$ cat src/rtl/max_finder.sv
// rtl/max_finder.sv - serial signed argmax over N snapshotted output-neuron values
// One compare per cycle after the enMax capture; result published with a one-cycle done pulse.
module max_finder #(
    parameter int N  = 10,
    parameter int W  = 8,
    parameter int IW = $clog2(N)
) (
    input  logic            clk,
    input  logic            rst_n,
    input  logic            enMax,
    input  logic [N*W-1:0]  outs_flat,
    output logic [IW-1:0]   max_index,
    output logic [W-1:0]    max_value,
    output logic            busy,
    output logic            done
);

    typedef enum logic [1:0] {
        ST_IDLE = 2'd0,
        ST_SCAN = 2'd1,
        ST_DONE = 2'd2
    } state_t;

    state_t state_q, state_d;

    logic signed [W-1:0] v_q [N];
    logic signed [W-1:0] v_d [N];
    logic signed [W-1:0] best_val_q, best_val_d;
    logic [IW-1:0]       best_idx_q, best_idx_d;
    logic [IW-1:0]       idx_q, idx_d;
    logic [IW-1:0]       max_index_q, max_index_d;
    logic [W-1:0]        max_value_q, max_value_d;

    logic signed [W-1:0] cur_val;
    logic                last_cmp;

    always_ff @(posedge clk) begin
        if (!rst_n) begin
            state_q <= ST_IDLE;
        end else begin
            state_q <= state_d;
        end
    end

    always_comb begin
        state_d = state_q;
        case (state_q)
            ST_IDLE: if (enMax) state_d = ST_SCAN;
            ST_SCAN: if (last_cmp) state_d = ST_DONE;
            ST_DONE: state_d = ST_IDLE;
            default: state_d = ST_IDLE;
        endcase
    end

    always_comb begin
        busy = (state_q == ST_SCAN);
        done = (state_q == ST_DONE);
    end

    // Explicit select avoids indexing past N-1 when IW can encode more than N values.
    always_comb begin
        cur_val = '0;
        for (int i = 0; i < N; i++) begin
            if (idx_q == IW'(i)) cur_val = v_q[i];
        end
    end

    assign last_cmp = (idx_q == IW'(N - 1));

    always_comb begin
        v_d         = v_q;
        best_val_d  = best_val_q;
        best_idx_d  = best_idx_q;
        idx_d       = idx_q;
        max_index_d = max_index_q;
        max_value_d = max_value_q;
        case (state_q)
            ST_IDLE: begin
                if (enMax) begin
                    for (int i = 0; i < N; i++) begin
                        v_d[i] = outs_flat[i*W +: W];
                    end
                    best_val_d = outs_flat[W-1:0];
                    best_idx_d = '0;
                    idx_d      = IW'(1);
                end
            end
            ST_SCAN: begin
                // Strict compare keeps the lowest index among equal maxima.
                if (cur_val > best_val_q) begin
                    best_val_d = cur_val;
                    best_idx_d = idx_q;
                end
                if (last_cmp) begin
                    max_value_d = best_val_d;
                    max_index_d = best_idx_d;
                end else begin
                    idx_d = idx_q + IW'(1);
                end
            end
            default: ;
        endcase
    end

    always_ff @(posedge clk) begin
        if (!rst_n) begin
            for (int i = 0; i < N; i++) begin
                v_q[i] <= '0;
            end
            best_val_q  <= '0;
            best_idx_q  <= '0;
            idx_q       <= '0;
            max_index_q <= '0;
            max_value_q <= '0;
        end else begin
            v_q         <= v_d;
            best_val_q  <= best_val_d;
            best_idx_q  <= best_idx_d;
            idx_q       <= idx_d;
            max_index_q <= max_index_d;
            max_value_q <= max_value_d;
        end
    end

    assign max_index = max_index_q;
    assign max_value = max_value_q;

endmodule

$ cat config.mk
export PLATFORM = sky130hd
export DESIGN_NAME = max_finder
export DESIGN_NICKNAME = d
export VERILOG_FILES = /design/src/rtl/max_finder.sv
export SDC_FILE = /design/constraint.sdc
export NUM_CORES = 1
export LEC_CHECK = 0
export ABC_AREA = 0
export BUFFER_PORTS_ARGS = -buffer_cell sky130_fd_sc_hd__buf_4
export CAP_MARGIN = 10
export CORE_MARGIN = 2
export CORE_UTILIZATION = 57
export DETAILED_ROUTE_END_ITERATION = 6
export PLACE_DENSITY = 0.93
export SLEW_MARGIN = 15
export SYNTH_ARGS = -nofsm -noshare
export SYNTH_HDL_FRONTEND = slang
export SYNTH_SLANG_ARGS = --single-unit
export TNS_END_PERCENT = 20
$ cat constraint.sdc
create_clock -name clk -period 4.5 [get_ports clk]
set_clock_uncertainty 0.05 [all_clocks]
set_input_delay 0.45 -clock clk [delete_from_list [all_inputs] [get_ports clk]]
set_output_delay 0.45 -clock clk [all_outputs]
set_load 0.005 [all_outputs]
==> results.txt <==
Min-delay worst type - input pin to register
Floorplan Core Area - 9729 µm²
Final cell utilization of the core - 67.73%
Data required time of the worst path - 4.72 ns
Slack of the critical path - 0.5140 ns
Largest cells by area after synthesis - sky130_fd_sc_hd__dfxtp_1 39%, sky130_fd_sc_hd__nand2_1 12%, sky130_fd_sc_hd__a21boi_0 11%
Die height - 103.9 µm
Number of cells produced by synthesis - 681
Top-area cell type share of the netlist area - 38.68%
Filler Cell Count - 797
GRT Resource Usage Total - 29.86%
Post-Place Worst Slack - 0.3087 ns
Count of flip-flops with a built-in enable after synthesis - 0
Post-synth cell types - 55
Die Footprint - 10,800 µm²
Ant. Diodes - 0
Part of the power in combinational logic - 22.7%
Wire length of the first global-routing pass - 26,410 µm
Number of synthesized register bits - 110
Number of warnings issued by yosys - 0
Post-detailed-placement cell area - 6366 µm²
Vias in the first global route - 5,282
Total Negative Setup Slacks - 0 ns
Clock Power Share - 28.5%
CTS max path bufs - 2
Register Area - 2202 µm²
Clock transition at the registers of the reported paths - 0.13 ns
Number of placement rows - 36
Leading area contributor after synthesis - sky130_fd_sc_hd__dfxtp_1
Routed via count divided by cell count - 6.183
Clock Sinks - 110
Worst-skew pair later-pin latency - 0.39 ns
Max Clock Freq - 250.9 MHz
Slew HR - 33.51%
Critical path class - register to register
Number of remaining DRC errors - 0
Aggregate global routing overflow - 0
Switching pwr - 709.3 µW
Most frequent standard cell in the layout excluding fill and tap cells - sky130_fd_sc_hd__nand2_1
Peak fanout along the critical path - 15
Final estimated routing congestion in global placement - 0.9437
First drt pass iteration count - 7
Switch share - 32.29%
Final wirelength - 16,150 µm
Launching element type of the critical path - register
Worst VDD drop - 0.2089 mV
Initial DRC Count - 378
Max-cap violations - 0
Clock buffers created by TritonCTS - 9
Cells resized by post-CTS repair - 0
Fraction of layout instances using a drive strength above 1 - 19.16%
Number of setup buffers added after CTS - 0
Result of the run - completed
Share of the cycle needed by the critical path after routing - 88.58%
Relative area change from synthesis to final layout - 15.76%
LEAKAGE - 2.742 nW
Vias post-DR - 5,404
Final number of setup-violating endpoints - 0
Width of the die - 103.9 µm
Total power divided by cell area - 333.3 nW/µm²
Shortest period the worst path allows - 3.986 ns
Clock tree from TritonCTS - built
Combined area of the multi-input logic cells - 3184 µm²
Number of nets in the layout - 832
Synthesized Nets - 776
Type of destination of the critical path - register
Deepest level of the CTS H-tree - 3
Post-Syn Area per Cell - 8.360 µm²
Final total power - 2.197 mW
Wire per inst - 18.48 µm
CTS Hold Bufs - 0
Remaining antenna violation count - 0
Port buffer count - 96
Sequential share of the synthesized area - 38.68%
Summed area of non-filler cells in the final layout - 6590 µm²
Half-perimeter wire length after detailed placement - 11,630 µm
Slew @ Worst Pin - 0.9973 ns
Post-synth top flop - sky130_fd_sc_hd__dfxtp_1
Most frequent cells in the layout - 188 x sky130_fd_sc_hd__nand2_1, 110 x sky130_fd_sc_hd__dfxtp_1, 103 x sky130_fd_sc_hd__buf_4
Final count of pins violating max slew - 0
Proportion of synthesized flip-flops having asynchronous set or reset - 0%
Initial Utilization - 58.51%
Int Pwr - 1.487 mW
Arrival time worst endpoint - 4.21 ns
Cell Area, Synth - 5693 µm²
Largest net degree at the start of global routing - 123
Number of antenna violations at the first check in global routing - 0
Final Hold Violating Endpoints - 0
Sequential power share - 48.8%
CTS Root Cell - sky130_fd_sc_hd__clkbuf_8
Unrepaired setup endpoints after global routing - no
IO Pins - 97
[through the flow]
step / hold slack [ns] / cells
after global placement: 0.4062 / 858
after CTS: 0.2629 / 873
final: 0.2568 / 874
after floorplan: 0.3891 / 681
after global routing: 0.2702 / 874
after detailed placement: 0.4149 / 858
[power by group through the flow]
| stage | sequential (mW) | combinational, mW | clock (mW) |
|---|---|---|---|
| 3_3_place_gp | 1.09 | 0.474 | 0 |
| 5_1_grt | 1.08 | 0.542 | 0.671 |
| 4_1_cts | 1.07 | 0.488 | 0.629 |
| 3_5_place_dp | 1.09 | 0.486 | 0 |
| 2_1_floorplan | 1.07 | 0.327 | 0 |
| 6_report | 1.07 | 0.499 | 0.626 |
[cell type report]
| class | count | area share, % |
|---|---|---|
| clock buffer | 9 | 1.880 |
| clock inverter | 6 | 1.158 |
| inverter | 13 | 0.7405 |
| multi-input combinational | 499 | 48.32 |
| sequential | 110 | 33.42 |
| tap | 133 | 2.525 |
| timing repair buffer | 104 | 11.96 |
[critical path: stages, from the launching register on]
cell and delay, ns:
sky130_fd_sc_hd__dfxtp_1 0.40, sky130_fd_sc_hd__inv_1 0.13, sky130_fd_sc_hd__ha_1 0.50, sky130_fd_sc_hd__nor4bb_2 0.75, sky130_fd_sc_hd__a22oi_1 0.16, sky130_fd_sc_hd__o31ai_1 0.14
sky130_fd_sc_hd__or2_1 0.18, sky130_fd_sc_hd__ha_1 0.24, sky130_fd_sc_hd__nor2b_1 0.13, sky130_fd_sc_hd__o31ai_1 0.31, sky130_fd_sc_hd__a211o_2 0.28, sky130_fd_sc_hd__nand2_2 0.23
sky130_fd_sc_hd__o311ai_1 0.34
[sequential cells by signal (all words and copies together), names as in the netlist]
signal	count
max_index	4
idx_q	4
max_value	8
best_val_q	8
best_idx_q	4
v_q	80
state_q	2
[routing by layer]
layer / part of all wire, % / GRT usage (%) / up-vias
li1: - / - / 2561
met1: 42 / 37.97 / 2510
met2: 47 / 49.20 / 279
met3: 7.9 / 6.955 / 54
met4: 3.4 / 11.58 / 0
met5: 0 / 0 / -
[Yosys cell counts (4+ instances only)]
cell type / n
sky130_fd_sc_hd__dfxtp_1: 110
sky130_fd_sc_hd__nor2_1: 8
sky130_fd_sc_hd__nand3b_1: 7
sky130_fd_sc_hd__o31ai_1: 15
sky130_fd_sc_hd__buf_1: 6
sky130_fd_sc_hd__a21boi_0: 82
sky130_fd_sc_hd__buf_2: 15
sky130_fd_sc_hd__o41ai_1: 8
sky130_fd_sc_hd__o311ai_1: 7
sky130_fd_sc_hd__a22oi_1: 8
sky130_fd_sc_hd__clkbuf_1: 30
sky130_fd_sc_hd__a21o_1: 23
sky130_fd_sc_hd__mux2i_1: 4
sky130_fd_sc_hd__a221oi_1: 6
sky130_fd_sc_hd__buf_6: 4
sky130_fd_sc_hd__ha_1: 12
sky130_fd_sc_hd__nand2_1: 189
sky130_fd_sc_hd__o221ai_1: 27
sky130_fd_sc_hd__or2_1: 8
sky130_fd_sc_hd__o21ai_0: 9
sky130_fd_sc_hd__nand3_1: 17
sky130_fd_sc_hd__a31o_1: 7
sky130_fd_sc_hd__a31oi_1: 9
sky130_fd_sc_hd__and3b_1: 9
sky130_fd_sc_hd__inv_1: 11
[path summary, 6_finish.rpt]
path / endpoint / slack, ns / cells past startpoint / from
min reg2reg: v_q[43] / 0.42 / 2 / v_q[43]
max: best_val_q[2] / 0.51 / 12 / idx_q[0]
max reg2reg: best_val_q[2] / 0.51 / 12 / idx_q[0]
min: v_q[10] / 0.26 / 3 / outs_flat[66]
[cell families after synthesis]
kind of cell / count (synthesis) / synth area share (%)
mux: 4 / 0.7033
compound gates: 219 / 30.33
flops: 110 / 38.68
xor+xnor: 2 / 0.3077
buf+inv: 72 / 5.868
simple gates: 262 / 21.47
fa+ha+maj: 12 / 2.637
Note: power is estimated with default switching activity, not from simulation.
